## src/rtl/delay_probe.sv

```systemverilog
// Purpose : launches a pattern into a delay path and measures echo latency in clocks.
// Latency : drive updates 1 clk after an accepted start; done pulses (delay+1) clks after that.
// Backpr. : none; start is only accepted in IDLE and is dropped while busy or reporting.
//
// Ports:
//   clk      rising-edge clock
//   rst      synchronous active-high reset
//   start    measurement request, sampled only in IDLE
//   pattern  value to launch, sampled together with start
//   drive    registered value fed into the path under test
//   echo     output of the path under test, sampled every clock
//   busy     high while waiting for the echo
//   done     one-cycle pulse when delay/timeout/stale are valid
//   delay    measured latency in cycles (holds until next start)
//   timeout  no match within MAX_DELAY (holds until next start)
//   stale    echo already matched pattern when start was accepted
//
// MAX_DELAY must fit in CW bits (MAX_DELAY <= 2**CW - 1); the counter
// saturates at MAX_DELAY and is never allowed to wrap.

module delay_probe #(
   parameter int WIDTH     = 4,
   parameter int MAX_DELAY = 15,
   parameter int CW        = 4
) (
   input  logic             clk,
   input  logic             rst,
   input  logic             start,
   input  logic [WIDTH-1:0] pattern,
   output logic [WIDTH-1:0] drive,
   input  logic [WIDTH-1:0] echo,
   output logic             busy,
   output logic             done,
   output logic [CW-1:0]    delay,
   output logic             timeout,
   output logic             stale
);

   typedef enum logic [1:0] {
      IDLE   = 2'd0,
      WAIT   = 2'd1,
      REPORT = 2'd2
   } state_t;

   localparam logic [CW-1:0] MAX_CNT = CW'(MAX_DELAY);

   state_t           state;
   logic [WIDTH-1:0] pattern_q;
   logic [CW-1:0]    cnt;

   // Single registered FSM: every output is a flop updated here.
   // cnt holds the number of WAIT edges already seen without a match, so a
   // match on the first WAIT edge (combinational loopback) reports 0 and a
   // path with N flops between drive and echo reports N.
   always_ff @(posedge clk) begin
      if (rst) begin
         state     <= IDLE;
         drive     <= '0;
         busy      <= 1'b0;
         done      <= 1'b0;
         delay     <= '0;
         timeout   <= 1'b0;
         stale     <= 1'b0;
         pattern_q <= '0;
         cnt       <= '0;
      end else begin
         case (state)
            IDLE: begin
               done <= 1'b0;
               if (start) begin
                  pattern_q <= pattern;
                  drive     <= pattern;
                  cnt       <= '0;
                  delay     <= '0;
                  timeout   <= 1'b0;
                  // The path already shows the new value before we launch it;
                  // the result is flagged but the measurement still runs.
                  stale     <= (echo == pattern);
                  busy      <= 1'b1;
                  state     <= WAIT;
               end
            end

            WAIT: begin
               // Match is tested first so a match on the final allowed edge
               // is still reported as a real latency rather than a timeout.
               if (echo == pattern_q) begin
                  delay   <= cnt;
                  timeout <= 1'b0;
                  busy    <= 1'b0;
                  done    <= 1'b1;
                  state   <= REPORT;
               end else if (cnt == MAX_CNT) begin
                  delay   <= MAX_CNT;
                  timeout <= 1'b1;
                  busy    <= 1'b0;
                  done    <= 1'b1;
                  state   <= REPORT;
               end else begin
                  cnt <= cnt + CW'(1);
               end
            end

            REPORT: begin
               // Start is deliberately ignored here; the requester must
               // present it again once the block is back in IDLE.
               done  <= 1'b0;
               state <= IDLE;
            end

            default: begin
               busy  <= 1'b0;
               done  <= 1'b0;
               state <= IDLE;
            end
         endcase
      end
   end

endmodule

```

## config.mk

```make
export PLATFORM = sky130hd
export DESIGN_NAME = delay_probe
export DESIGN_NICKNAME = d
export VERILOG_FILES = /design/src/rtl/delay_probe.sv
export SDC_FILE = /design/constraint.sdc
export NUM_CORES = 1
export LEC_CHECK = 0
export ABC_AREA = 1
export BUFFER_PORTS_ARGS = -buffer_cell sky130_fd_sc_hd__buf_2
export CAP_MARGIN = 15
export CORE_MARGIN = 2
export CORE_UTILIZATION = 28
export DETAILED_ROUTE_END_ITERATION = 10
export HOLD_SLACK_MARGIN = 0.06
export SLEW_MARGIN = 10
export SYNTH_ARGS = -nofsm -noshare
export SYNTH_HDL_FRONTEND = slang
export SYNTH_SLANG_ARGS = --single-unit
export TNS_END_PERCENT = 1
```

## constraint.sdc

```tcl
create_clock -name clk -period 1.5 [get_ports clk]
set_clock_uncertainty 0.15 [all_clocks]
set_input_delay 0.3 -clock clk [delete_from_list [all_inputs] [get_ports clk]]
set_output_delay 0.3 -clock clk [all_outputs]
set_load 0.02 [all_outputs]
```

==> results by group, run 1 <==
Outcome
  • Status: finished, final reports clean

STA
  • Number of pins with negative max-slew slack in the final report: 0
  • Minimum hold slack: 149 ps
  • Part of the cycle the worst path needs: 0.925
  • Max frequency: 720 MHz
  • Hold violation count in the final report: 0
  • Fin Setup TNS: 0 ps
  • Final period demand of the worst path: 1390 ps
  • Slew margin rel.: 0.819
  • Number of setup violations in the final report: 0
  • Measured slew at the worst slew-check pin: 271 ps

Worst setup path
  • Type of element launching the critical path: register
  • Endpoint required time on the critical path: 1550 ps
  • Startpoint of the worst-slack reg-to-reg timing path: pattern_q[3]
  • Worst-path cell with the longest stage delay: sky130_fd_sc_hd__dfxtp_2
  • Path type of the worst setup path: reg -> reg
  • Element type at the critical path end: register
  • Crit path cell chain: nand2_1, inv_1, nor2_2, nor2_4, nand2_4, nand2_4, buf_4, o21ai_0, inv_1
  • Critical-path maximum fanout: 7
  • Data arrival time of the critical path: 1430 ps
  • Worst stage delay on the critical path: 350 ps
  • Critical path origin: pattern_q[3]

Detailed routing
  • Via count: between 900 and 1000
  • Final routed wirelength across all metal layers: 2020 um
  • DRT iter0 DRCs: 47
  • Routed wire length per instance: 9.24 um
  • Number of antenna-violating nets in the routed design: 0
  • Number of iterations in the first detailed-routing pass: 4
  • DRC violations left: 0
  • Via density per instance: 4.17

Clock tree
  • CTS tree: built
  • Longest Clk Path Bufs: 2
  • Cts bufs inserted: 3
  • Clock slew at reported path FFs: 110 ps
  • Number of clock sinks: 18
  • Root buffer cell: sky130_fd_sc_hd__clkbuf_4
  • Insertion delay of the later-clocked pin in the worst-skew pair: 300 ps
  • Max H-tree Level: 1

Finish
  • Top library cells by usage in the layout, fill and taps aside: sky130_fd_sc_hd__nand2_1, sky130_fd_sc_hd__buf_2, sky130_fd_sc_hd__inv_1, sky130_fd_sc_hd__nor2_1, sky130_fd_sc_hd__dfxtp_1
  • Total inserted antenna cells: 0
  • Post-route cell area: 0.00128 mm^2
  • Growth of design area from synthesis to finish: 32.7%
  • Total number of nets in the final design: 186
  • Number of filler instances in the final layout: between 300 and 400
  • Commonest non-fill, non-tap cell in the layout: sky130_fd_sc_hd__nand2_1
  • Proportion of layout cells with a drive suffix above 1: 0.370

Floorplanning
  • DIE AREA: 0.00395 mm^2
  • Vertical extent of the die: between 60 and 70 um
  • Die extent in x: ~63 um
  • Std-Cell Core Area: 0.00334 mm^2
  • Effective utilization at floorplan: 0.290
  • Number of placed I/O pins: 23
  • Number of rows created at floorplan: 21

GRT
  • Vias in the first global route: around 830
  • Global route overflow: 0
  • Largest net degree at the start of global routing: 13
  • Initial antenna violation count: 0
  • Wire length of the first global-routing pass: 3520 um
  • Global routing usage summed across all routing layers: 0.109

Yosys
  • Cell type with the largest total area after synthesis: sky130_fd_sc_hd__dfxtp_1
  • Yosys warnings: 0
  • Synthesis-stage register bit count: 18
  • Summed instance area of the synthesized netlist: 968 um^2
  • Sequential-to-total area share from yosys stat: 0.372
  • Net Count, Synth: 152
  • Area share of the largest cell type after synthesis: 0.372
  • Synthesized instance count: 140
  • Synthesized area divided by synthesized cell count: 6.92 um^2
  • Dominant cells by area after synthesis: sky130_fd_sc_hd__dfxtp_1, sky130_fd_sc_hd__nand2_1, sky130_fd_sc_hd__inv_1
  • Post-synth cell types: 23

Placed design
  • Total of buffers placed on input and output ports: 22
  • Global placer's final weighted congestion: 0.762
  • Area post-placement: 0.00115 mm^2
  • Post-detailed-placement half-perimeter wirelength: 1480 um

Run
  • Max-capacitance violation count: 0

Pwr
  • Fraction of power consumed by combinational cells: 0.278
  • Power per Cell Area: between 900 and 1000 mW/mm^2
  • Fraction of power spent switching nets: 0.321
  • Internal power: ~800 uW
  • Maximum ir drop on the vdd rail: 0.000264 V
  • Power share of the sequential group: 0.463
  • Clock share of power: 0.259
  • Static leakage: 0.000632 uW
  • P_sw: about 380 uW

Min path
  • Kind of path behind the tightest hold check: in -> reg
  • Startpoint of the lowest-slack hold path: pattern[3]
[sequential cells by signal (all words and copies together), names as in the netlist]
name / count
timeout: 1
busy: 1
cnt: 4
stale: 1
done: 1
state: 2
delay: 4
pattern_q: 4
[power groups by stage]
stage	combinational (uW)	clock [uW]	sequential, uW
2_1_floorplan	177	0	584
3_3_place_gp	296	0	550
3_5_place_dp	296	0	550
4_1_cts	297	323	540
5_1_grt	369	346	552
6_report	327	306	545
[per-stage QoR]
stage	power [uW]	cells	setup WS (ps)	util
floorplan	761	140	92.9	-
global placement	846	209	23.2	0.344
detailed placement	846	209	20.7	0.344
CTS	1160	213	46.7	0.355
global route	1270	219	-4.85	0.385
finish	1180	219	112	0.385
[cells in the mapped netlist]
master and instances:
sky130_fd_sc_hd__nand2_4 2, sky130_fd_sc_hd__xnor2_1 4, sky130_fd_sc_hd__nand3_4 1, sky130_fd_sc_hd__inv_1 16
sky130_fd_sc_hd__nand3_2 1, sky130_fd_sc_hd__ha_1 1, sky130_fd_sc_hd__nand2_2 3, sky130_fd_sc_hd__clkinv_1 4
sky130_fd_sc_hd__o21ai_1 3, sky130_fd_sc_hd__dfxtp_1 18, sky130_fd_sc_hd__a21oi_1 7, sky130_fd_sc_hd__nand3_1 8
sky130_fd_sc_hd__o21a_1 1, sky130_fd_sc_hd__nor2_2 5, sky130_fd_sc_hd__or2_2 1, sky130_fd_sc_hd__o21ai_0 9
sky130_fd_sc_hd__inv_2 3, sky130_fd_sc_hd__nand2_1 31, sky130_fd_sc_hd__buf_2 2, sky130_fd_sc_hd__nor2_1 15
sky130_fd_sc_hd__nor2_4 2, sky130_fd_sc_hd__nor3b_1 1, sky130_fd_sc_hd__nand4_1 2
[routing by layer]
| metal | up-vias | global-route usage | wire length (um) |
|---|---|---|---|
| li1 | 499 | - | - |
| met1 | 394 | 0.149 | 1050 |
| met2 | 16 | 0.169 | 856 |
| met3 | 4 | 0.0234 | 87 |
| met4 | 0 | 0.0417 | 34 |
| met5 | - | 0 | 0 |
[cell families after synthesis]
group,Yosys count,synth area share
AOI/OAI and AO/OA,20,0.106
xor gates and xnor gates,4,0.0362
adders and majority gates,1,0.0129
buffers and inverters,25,0.0995
DFF,18,0.372
and+or+nand+nor,72,0.373
[worst paths after layout]
kind | slack (ps) | end | depth (start not counted)
min | 150 | pattern_q[3] | 3
min reg2reg | 330 | pattern_q[2] | 2
max reg2reg | 110 | done | 9
max | 110 | done | 9
[worst max-delay path: cells and delay by family (launching register included)]
kind / cells / cell delay (ps)
AO/OA/AOI/OAI: 1 / 140
buffers and inverters: 3 / 220
flip-flops: 1 / 350
AND/OR/NAND/NOR: 5 / 420
[final cells by class]
| class | count | area (um^2) | share of cell area |
|---|---|---|---|
| clock buffer | 4 | 36.3 | 0.0282 |
| inverter | 23 | 88.8 | 0.0691 |
| multi-input combinational | 97 | 549 | 0.427 |
| sequential | 18 | 370 | 0.288 |
| tap | 46 | 57.6 | 0.0448 |
| timing repair buffer | 31 | 183 | 0.142 |
[timing repair]
action	in CTS	in global routing
hold buffers	0	2
pin swaps	0	7
hold endpoints to repair	0	2
setup buffers	0	4
endpoints found under the setup margin	4	9
resized for setup	1	17
No activity file was read; power rests on OpenSTA's default activity.
==> inputs of run 2 (changes only) <==
--- a/config.mk
+++ b/config.mk
@@ -6,7 +6,7 @@
 export NUM_CORES = 1
 export LEC_CHECK = 0
 export ABC_AREA = 1
-export BUFFER_PORTS_ARGS = -buffer_cell sky130_fd_sc_hd__buf_2
+export BUFFER_PORTS_ARGS = -buffer_cell sky130_fd_sc_hd__clkbuf_2
 export CAP_MARGIN = 15
 export CORE_MARGIN = 2
 export CORE_UTILIZATION = 28
==> run 2 against run 1 <==
Effect of this change:
- die area did not move
- non-clock buffer count fell by 5
- fmax fell by 0.20%
- combinational power down 6.1%
- register-to-register slack gained 20 ps
- critical path type is now in -> reg
- largest cell class unchanged
- largest power group unchanged
==> results by group, run 2 (synthesis gave the netlist of run 1 again) <==
Pwr
  • Clock share of power: 0.269 (+0.010)
  • Maximum ir drop on the vdd rail: 0.000353 V (+34%)
  • P_sw: 378 uW (-0.13%)
  • Internal power: 782 uW (-2.1%)
  • Fraction of power spent switching nets: 0.326 (+0.00439)
  • Power share of the sequential group: 0.467 (+0.004)
  • Fraction of power consumed by combinational cells: 0.265 (-0.013)
  • Static leakage: 0.000607 uW (-4.0%)
  • Power per Cell Area: 940 mW/mm^2 (+2.6%)

Clock tree
  • Longest Clk Path Bufs: 2 (unchanged)
  • Number of clock sinks: 18 (unchanged)
  • Max H-tree Level: 1 (unchanged)
  • Cts bufs inserted: 3 (unchanged)
  • Root buffer cell: sky130_fd_sc_hd__clkbuf_4
  • Insertion delay of the later-clocked pin in the worst-skew pair: 300 ps (about the same)
  • CTS tree: built
  • Clock slew at reported path FFs: 110 ps (about the same)

GRT
  • Largest net degree at the start of global routing: 16 (+3)
  • Vias in the first global route: 847 (+2.3%)
  • Global route overflow: 0 (unchanged)
  • Initial antenna violation count: 0 (unchanged)
  • Wire length of the first global-routing pass: 3640 um (+3.5%)
  • Global routing usage summed across all routing layers: 0.116 (+0.00606)

Detailed routing
  • Number of antenna-violating nets in the routed design: 0 (unchanged)
  • Routed wire length per instance: 9.14 um (-1.1%)
  • Number of iterations in the first detailed-routing pass: 6 (+2)
  • Via count: 885 (-3.1%)
  • Via density per instance: 4.14 (-0.80%)
  • Final routed wirelength across all metal layers: 1960 um (-3.3%)
  • DRC violations left: 0 (unchanged)
  • DRT iter0 DRCs: 24 (-49%)

Finish
  • Commonest non-fill, non-tap cell in the layout: sky130_fd_sc_hd__nand2_1
  • Total inserted antenna cells: 0 (unchanged)
  • Growth of design area from synthesis to finish: 27.4%
  • Final core area utilization: 0.370 (-0.0154)
  • Top library cells by usage in the layout, fill and taps aside: sky130_fd_sc_hd__nand2_1, sky130_fd_sc_hd__clkbuf_2, sky130_fd_sc_hd__inv_1, sky130_fd_sc_hd__nor2_1, sky130_fd_sc_hd__dfxtp_1
  • Total number of nets in the final design: 181 (-2.7%)
  • Proportion of layout cells with a drive suffix above 1: 0.327 (-0.0426)
  • Registers with the highest flip-flop counts: cnt: 4 flops, delay: 4 flops, pattern_q: 4 flops

STA
  • Measured slew at the worst slew-check pin: 203 ps (-67.8 ps)
  • Fin Setup TNS: 0 ps (unchanged)
  • Number of pins with negative max-slew slack in the final report: 0 (unchanged)
  • Final period demand of the worst path: 1390 ps (+2.72 ps)
  • Slew margin rel.: 0.864 (+0.0457)
  • RSZ-0062 raised after global routing: yes
  • Hold violation count in the final report: 0 (unchanged)
  • Max frequency: 719 MHz (-0.20%)
  • Number of setup violations in the final report: 0 (unchanged)
  • Part of the cycle the worst path needs: 0.927 (+0.00181)
  • Minimum hold slack: 120 ps (-28.4 ps)

Worst setup path
  • Data arrival time of the critical path: 1500 ps (+70 ps)
  • Path type of the worst setup path: in -> reg
  • Worst stage delay on the critical path: 530 ps (+180 ps)
  • Type of element launching the critical path: primary input
  • Element type at the critical path end: register
  • Worst-path cell with the longest stage delay: sky130_fd_sc_hd__dlygate4sd3_1
  • Endpoint required time on the critical path: 1610 ps (+60 ps)
  • Setup slack of the most critical reg-to-reg path: 130 ps (+20 ps)
  • Critical-path maximum fanout: 8 (+1)
  • Crit path cell chain: dlygate4sd3_1, clkbuf_2, inv_1, buf_4, nand2_1, nor2_2

Floorplanning
  • Std-Cell Core Area: 0.00334 mm^2 (unchanged)
  • Die extent in x: 62.8 um (unchanged)
  • Effective utilization at floorplan: 0.290 (unchanged)
  • Number of rows created at floorplan: 21 (unchanged)
  • DIE AREA: 0.00395 mm^2 (unchanged)
  • Number of placed I/O pins: 23 (unchanged)
  • Vertical extent of the die: 62.8 um (unchanged)

Placed design
  • Post-detailed-placement half-perimeter wirelength: 1510 um (+1.9%)
  • Total of buffers placed on input and output ports: 22 (unchanged)
  • Global placer's final weighted congestion: 0.829 (+8.7%)

Run
  • Max-capacitance violation count: 0 (unchanged)

Outcome
  • Status: finished, final reports clean

Min path
  • Kind of path behind the tightest hold check: in -> reg
run 2: changes by cell type in the layout (fill, tap and decap cells not counted), sizes merged:
cell and delta:
buf -26, clkbuf +22, dlygate4sd3 -1
run 2: what timing repair did:
action	4_1_cts	5_1_grt
buffers inserted	0	1
pin swaps	0	2
endpoints found under the hold margin	0	1
hold buffers	0	1
gates resized for setup	1	13
setup endpoints to repair	4	9
run 2: power by group through the flow:
stage          logic [uW]  clock network, uW  registers, uW
6_report              307                312            542
5_1_grt               354                345            548
4_1_cts               292                322            542
3_5_place_dp          291                  0            552
3_3_place_gp          292                  0            551
2_1_floorplan         177                  0            584
run 2: cell type report:
type	count	area, um^2
Clock buffer	4	36.3
Tap cell	46	57.6
Timing Repair Buffer	26	143
Sequential cell	18	369
Multi-Input combinational cell	97	539
Inverter	23	88.8
Fill cell	388	2100
run 2: worst max-delay path, delay by kind of cell:
family | cells | cell delay, ps
and+or+nand+nor | 2 | 130
buffers and inverters | 4 | 1060
run 2: stage by stage:
| stage | instances | setup slack (ps) | power (uW) | cell area, um^2 |
|---|---|---|---|---|
| after global placement | 208 | 4.29 | 843 | 1140 |
| after floorplan | 140 | 92.9 | 761 | 968 |
| after global routing | 214 | -1.47 | 1250 | 1230 |
| after detailed placement | 208 | 18.7 | 843 | 1140 |
| after CTS | 212 | 47.5 | 1160 | 1180 |
| final | 214 | 109 | 1160 | 1230 |
run 2: final timing paths:
kind | cells past startpoint | endpoint | start
hold / removal | 3 | pattern_q[3] | pattern[3]
hold reg to reg | 2 | pattern_q[1] | pattern_q[1]
setup reg to reg | 9 | cnt[1] | cnt[0]
setup / recovery | 6 | delay[1] | rst
run 2: per-layer routing:
metal	wire, um	vias to the layer above	part of all wire	global-route usage
met1	1040	382	0.53	0.144
li1	-	490	-	-
met3	57	0	0.029	0.0414
met5	0	-	0	0
met2	861	13	0.44	0.179
met4	0	0	0	0.0500
